File: src/rtl/stage_fetch1.sv
// Second fetch stage: in-order buffer tracking icache requests from fetch0,
// capturing responses and presenting {pc, insn, fault} to decode.
module stage_fetch1 #(
   parameter int DEPTH = 2
) (
   input  logic        clk_core,
   input  logic        reset_n,
   input  logic        fe0_valid,
   input  logic [29:0] fe0_read_addr,
   output logic        fe1_stall,
   input  logic        icache_resp_valid,
   input  logic [31:0] icache_resp_data,
   input  logic        icache_resp_fault,
   output logic        fe1_valid,
   output logic [29:0] fe1_pc,
   output logic [31:0] fe1_insn,
   output logic        fe1_fault,
   input  logic        de_stall,
   input  logic        de_setpc,
   input  logic        csr_kill,
   input  logic        csr_setpc
);

   localparam int PW = (DEPTH > 1) ? $clog2(DEPTH) : 1;
   localparam int CW = $clog2(DEPTH + 1);

   logic [29:0]       pc_q   [DEPTH];
   logic [31:0]       insn_q [DEPTH];
   logic [DEPTH-1:0]  fault_q;
   logic [DEPTH-1:0]  filled_q;
   logic [PW-1:0]     head_q, head_d, fill_q, fill_d, tail_q, tail_d;
   logic [CW-1:0]     count_q, count_d, ufl_q, ufl_d, drop_q, drop_d;

   logic flush, resp_fill, resp_drop, pop;

   function automatic logic [PW-1:0] ptr_inc(input logic [PW-1:0] p);
      logic [PW-1:0] r;
      if (int'(p) == DEPTH - 1) r = '0;
      else                      r = p + PW'(1);
      return r;
   endfunction

   assign flush     = de_setpc | csr_setpc | csr_kill;
   // ufl_q counts allocated entries still waiting for their response
   assign resp_fill = icache_resp_valid && (drop_q == '0) && (ufl_q != '0);
   assign resp_drop = icache_resp_valid && (drop_q != '0);

   assign fe1_valid = filled_q[head_q] & ~flush;
   assign fe1_pc    = pc_q[head_q];
   assign fe1_insn  = insn_q[head_q];
   assign fe1_fault = fault_q[head_q];
   assign pop       = fe1_valid & ~de_stall;

   // Registered state only, so fetch0 sees no combinational path back from fe0_valid
   assign fe1_stall = ({1'b0, count_q} + {1'b0, drop_q}) >= (CW + 1)'(DEPTH);

   always_comb begin
      head_d  = head_q;
      fill_d  = fill_q;
      tail_d  = tail_q;
      count_d = count_q;
      ufl_d   = ufl_q;
      drop_d  = drop_q;
      if (flush) begin
         head_d  = tail_q;
         fill_d  = tail_q;
         tail_d  = fe0_valid ? ptr_inc(tail_q) : tail_q;
         count_d = CW'(fe0_valid);
         ufl_d   = CW'(fe0_valid);
         drop_d  = drop_q + ufl_q - CW'(resp_fill | resp_drop);
      end else begin
         head_d  = pop       ? ptr_inc(head_q) : head_q;
         fill_d  = resp_fill ? ptr_inc(fill_q) : fill_q;
         tail_d  = fe0_valid ? ptr_inc(tail_q) : tail_q;
         count_d = count_q + CW'(fe0_valid) - CW'(pop);
         ufl_d   = ufl_q + CW'(fe0_valid) - CW'(resp_fill);
         drop_d  = drop_q - CW'(resp_drop);
      end
   end

   always_ff @(posedge clk_core or negedge reset_n) begin
      if (!reset_n) begin
         head_q   <= '0;
         fill_q   <= '0;
         tail_q   <= '0;
         count_q  <= '0;
         ufl_q    <= '0;
         drop_q   <= '0;
         filled_q <= '0;
         fault_q  <= '0;
         for (int i = 0; i < DEPTH; i++) begin
            pc_q[i]   <= '0;
            insn_q[i] <= '0;
         end
      end else begin
         head_q  <= head_d;
         fill_q  <= fill_d;
         tail_q  <= tail_d;
         count_q <= count_d;
         ufl_q   <= ufl_d;
         drop_q  <= drop_d;
         // Later writes win: pop clear, fill set, alloc clear, then flush clears everything
         if (pop) filled_q[head_q] <= 1'b0;
         if (resp_fill) begin
            insn_q[fill_q]   <= icache_resp_data;
            fault_q[fill_q]  <= icache_resp_fault;
            filled_q[fill_q] <= 1'b1;
         end
         if (fe0_valid) begin
            pc_q[tail_q]     <= fe0_read_addr;
            filled_q[tail_q] <= 1'b0;
         end
         if (flush) filled_q <= '0;
      end
   end

`ifndef SYNTHESIS
   always @(posedge clk_core) begin
      if (reset_n) begin
         assert (!(icache_resp_valid && drop_q == '0 && ufl_q == '0));
         assert (count_q <= CW'(DEPTH));
      end
   end
`endif

endmodule

File: config.mk
export PLATFORM = sky130hd
export DESIGN_NAME = stage_fetch1
export DESIGN_NICKNAME = d
export VERILOG_FILES = /design/src/rtl/stage_fetch1.sv
export SDC_FILE = /design/constraint.sdc
export NUM_CORES = 1
export LEC_CHECK = 0
export ABC_AREA = 1
export CORE_ASPECT_RATIO = 0.6
export CORE_MARGIN = 1
export CORE_UTILIZATION = 45
export DETAILED_ROUTE_END_ITERATION = 10
export PLACE_DENSITY = 0.72
export SKIP_CTS_REPAIR_TIMING = 1
export SYNTH_ARGS = -nofsm -noshare
export SYNTH_HDL_FRONTEND = slang
export SYNTH_SLANG_ARGS = --single-unit
File: constraint.sdc
create_clock -name clk_core -period 1.79 [get_ports clk_core]
set_input_delay 0.2685 -clock clk_core [delete_from_list [all_inputs] [get_ports clk_core]]
set_output_delay 0.2685 -clock clk_core [all_outputs]
set_load 0.02 [all_outputs]
Word level (Yosys, flattened, before mapping)
Index checks and enable logic that the tools add are counted.

word-level totals
  memories kept = 0
  bits in read-only memories = 0
  bits in registers = 137
  input port bits = 71
  bits in writable memories = 0
  logic and storage cells = 100
  bits in latches = 0

cells by class
  divide/modulo/power cells = 0
  mux-type cells = 37
  equality and inequality tests = 0
  multipliers = 0
  reduce and logical (&&, ||, !) cells = 13
  $add $sub $neg = 11
  order comparisons = 12
  bitwise gates (word level) = 15
  shifts and indexed selects = 0

operators by type and width
  kind                                                                          count
  32-bit 2-to-1 mux                                                             4
  30-bit 2-to-1 mux                                                             4
  64-bit bitwise mux                                                            1
  60-bit bitwise mux                                                            1
  32-bit demux with 1-bit select                                                1
  30-bit demux with 1-bit select                                                1
  1-bit 2-to-1 mux                                                              14
  2-bit 2-to-1 mux                                                              7
  1-bit logical AND                                                             8
  2-bit nonzero test                                                            4
  2-bit by 1-bit subtractor with 2-bit output                                   4
  2-bit >= comparator, second input constant                                    3
  1-bit by 2-bit less-than comparator with 1-bit output, second input constant  3
  1-bit inverter with 2-bit output                                              3
  2-bit by 1-bit adder with 2-bit output                                        2
  2-bit bitwise AND                                                             2
  2-bit by 1-bit less-than comparator with 1-bit output, second input constant  2
  2-bit inverter                                                                2
  1-bit adder, second input constant                                            3
  2-bit by 2-bit adder with 3-bit output                                        1
  1-bit demux with 1-bit select                                                 3
  1-bit >= comparator, second input constant                                    3
  3-bit by 2-bit >= comparator with 1-bit output, second input constant         1
  1-bit bitwise OR                                                              3
  other kinds (6)                                                               8

Longest topological paths before layout
  word-level depth = 12
  depth in mapped cells = 11

Worst setup path before layout
No wires, ideal clock.

  path kind = flip-flop to flip-flop
  start point = register drop_q[1]
  end point = register drop_q[1]
  stages on the path, launching flop included = 10
  path buffers = 0
  period minus slack after synthesis = 1.647 ns
  data arrival time = 1.530 ns
  data required time = 1.673 ns
  setup slack = 0.143 ns
  cells stage by stage = dfrtp_1 > nor2_2 > a21oi_1 > ha_1 > inv_1 > ha_1 > xor2_1 > xnor2_1 > nand2_1 > nand2_1

between the ends
  word-level cells in the longest chain between the ends = 6
  elaborated cells between the ends (all ways) = 10

RTL lines
  what                                         line  source
  start: declaration                           32    logic [CW-1:0] count_q, count_d, ufl_q, ufl_d, drop_q, drop_d;
  start signal: assignment                     101   drop_q <= drop_d;
  2-bit logical NOT                            45    assign resp_fill = icache_resp_valid && (drop_q == '0) && (ufl_q != '0);
  1-bit logical AND (2 in series)              45
  1-bit bitwise OR                             70    drop_d = drop_q + ufl_q - CW'(resp_fill | resp_drop);
  2-bit by 1-bit subtractor with 2-bit output  70
  2-bit 2-to-1 mux *                           64    if (flush) begin
  via drop_d[1]                                32

Mark *: on every way through the listed nets, which the timed path passes. The rest lies on a longest branch.
A chain may end at the register's enable or synchronous reset.

Worst setup path in the final report
  start point = register drop_q[0]
  end point = output port fe1_stall

between the ends
  word-level cells in the longest chain between the ends = 2

RTL lines
  what                                            line  source
  2-bit by 2-bit adder with 3-bit output          55    assign fe1_stall = ({1'b0, count_q} + {1'b0, drop_q}) >= (CW + 1)'(DEPTH);
  3-bit by 2-bit >= comparator with 1-bit output  55
  end: declaration                                10    output logic fe1_stall,

Every way passes these cells.

==> impl_metrics.env <==
export IMPL_drv_cap=0
export IMPL_final_nets=1035
export IMPL_cts_clk_slew_worst_paths_ns=0.06
export IMPL_clockBufferDepth=2
export IMPL_vdd_drop_max_mv=0.726
export IMPL_drc=0
export IMPL_cts_tree="yes"
export IMPL_ys_top_cells_by_area="dfrtp_1 54%, nand2_1 20%, o21ai_0 7.6%"
export IMPL_worstPathCellList="nand2_1 > inv_1 > fa_1 > or2_2 > buf_2"
export IMPL_cts_buffers_inserted=17
export IMPL_rsz0062_at_grt="yes"
export IMPL_dp_slack_ns=-0.263
export IMPL_cts_max_level=4
export IMPL_setup_viol=59
export IMPL_top_usage_layer="met2"
export IMPL_place_inst=1089
export IMPL_avgViaCountPerCell=4.97
export IMPL_synth_top_area_cell="dfrtp_1"
export IMPL_syn_inst=765
export IMPL_die_h_um=94.0
export IMPL_synth_seq_cells=137
export IMPL_worstSetupStartpointType="flop"
export IMPL_grtUsageMet1_pct=31.3
export IMPL_hpwl_um=10200
export IMPL_synth_warnings=0
export IMPL_relSlewSlack_pct=73.5
export IMPL_critPathSlowestCell="dfrtp_1"
export IMPL_wl_per_cell_um=16.4
export IMPL_stdcell_count=1163
export IMPL_hold_viol=0
export IMPL_pwr_density_cell_mw_per_mm2=1530
export IMPL_syn_to_final_growth_pct=64.0
export IMPL_worst_setup_path_end_kind="output port"
export IMPL_use_met2_pct=32.5
export IMPL_leakagePower_uw=0.00524
export IMPL_tightestPinTransition_ns=0.394
export IMPL_place_gp_congestion=0.780
export IMPL_hp_class="primary input to asynchronous set/reset pin"
export IMPL_violations="setup timing"
export IMPL_io_pins=136
export IMPL_core_area_mm2=0.0137
export IMPL_clock_sinks=137
export IMPL_post_route_util_pct=75.9
export IMPL_avgSynthCellArea_um2=8.30
export IMPL_initial_utilization_pct=46.3
export IMPL_fp_row_count=33
export IMPL_timing_rr_start="drop_q[1]"
export IMPL_final_antenna_net_count=0
export IMPL_crit_required_ns=1.52
export IMPL_nFillCells=922
export IMPL_wl_um=19100
export IMPL_fin_crit_ns=2.07
export IMPL_worst_setup_path_type="flop to output port"
export IMPL_setup_slack_ns=-0.284
export IMPL_layout_drive_gt1_share_pct=36.9
export IMPL_fmax_mhz=482
export IMPL_die_w_um=155
export IMPL_reg2reg_depth=10
export IMPL_r2r_slack_ns=0.01
export IMPL_synth_nets=844
export IMPL_synth_top_cell_area_share_pct=54.0
export IMPL_cts_root_buf="clkbuf_16"
export IMPL_clk_latency_ns=0.42
export IMPL_grt_start_max_net_pins=61
export IMPL_met3_usage_pct=6.18
export IMPL_grt_pass1_vias=5142
export IMPL_status="finished, violations left"
export IMPL_grt_first_pass_wirelength_um=24700
export IMPL_dr_pass1_iters=5
export IMPL_grt_antenna_before_repair=1
export IMPL_report_final_slew_viol_count=0
export IMPL_worst_clock_skew_ns=0.00866
export IMPL_route_vias_total=5780
export IMPL_timing_final_crit_share_pct=116
export IMPL_arrival_ns=1.81
export IMPL_netlist_area_mm2=0.00635
export IMPL_cp_max_fo=3
export IMPL_numPortBuffers=135
export IMPL_dieArea_mm2=0.0146
export IMPL_yosysSeqAreaShare_pct=54.0
export IMPL_cpPeakStageDelay_ns=0.41
export IMPL_yosysUniqueCellTypes=28
export IMPL_overflow=0
export IMPL_track_usage_pct=22.1
export IMPL_reg2reg_to="drop_q[1]"
export IMPL_drtIter0Drc=274
==> Yosys cell counts (all sizes together) <==
master  instances
a21oi           6
buf            17
clkbuf         24
dfrtp         137
fa              1
ha              7
inv            82
nand2         342
nand3           3
nand4           2
nor2            7
o21ai         129
or2             2
xnor2           2
xor2            4
==> flip-flops by register name (all words and copies together) (netlist names) <==
signal    cells
count_q       2
fault_q       2
pc_q         60
head_q        1
drop_q        2
ufl_q         2
filled_q      2
fill_q        1
insn_q       64
tail_q        1
==> cell type report <==
type	count	area, µm²	area share [%]
antenna	2	5.00	0.0481
clock buffer	21	450	4.33
clock inverter	11	267	2.56
inverter	82	315	3.03
multi-input combinational	505	3160	30.4
sequential	137	3430	33.0
tap	192	240	2.31
timing repair buffer	213	2540	24.4
==> critical path, delay by kind of cell, from the launching register on <==
kind	cells	cell delay, ns
buf+inv	2	0.20
flops	1	0.41
simple gates	2	0.36
fa+ha+maj	1	0.41
==> power breakdown <==
part	internal [µW]	switching, µW
Clock	2940	1360
Sequential	4200	721
Combinational	3170	3530
==> worst max path at each step <==
stage,to,cells after the start,from,slack [ns]
after floorplan,drop_q[1],9,drop_q[1],0.14
after global placement,fe1_stall,5,drop_q[0],-0.21
after detailed placement,fe1_valid,7,csr_setpc,-0.26
after CTS,fe1_stall,5,drop_q[0],-0.67
after global routing,fe1_stall,5,drop_q[0],-0.36
final,fe1_stall,5,drop_q[0],-0.28
==> placed cells by master, fill, tap and decap left out, types with 25 or more instances in the layout <==
cell type / count
nand2_4: 44
nand2_2: 67
clkbuf_16: 25
dfrtp_1: 136
buf_6: 86
o21ai_0: 63
nand2_1: 231
inv_1: 78
clkdlybuf4s50_1: 69
o21ai_2: 36
==> cell families after synthesis <==
kind of cell               Yosys count  synth area share, %
adders and majority gates            8                 1.70
and+or+nand+nor                    356                 22.4
AOI/OAI and AO/OA                  135                 12.2
DFF                                137                 54.0
xor gates and xnor gates             6                0.828
buffers and inverters              123                 8.79
==> per-layer routing <==
metal / part of all wire, % / vias to the layer above
met1: 44 / 2777
met2: 46 / 218
met5: 0 / -
met4: 2.4 / 0
li1: - / 2745
met3: 7.3 / 40
==> metrics by stage <==
stage / setup TNS, ns / hold WS [ns] / total power (µW) / instance area, µm²
2_1_floorplan: 0 / -0.0271 / 7420 / 6350
3_3_place_gp: -1.80 / 0.201 / 9500 / 8110
3_5_place_dp: -1.88 / 0.198 / 9610 / 8110
4_1_cts: -29.23 / -0.247 / 13900 / 8830
5_1_grt: -9.87 / 0.344 / 16700 / 10400
6_report: -6.97 / 0.327 / 15900 / 10400
Power figures use the tool's default switching activity.
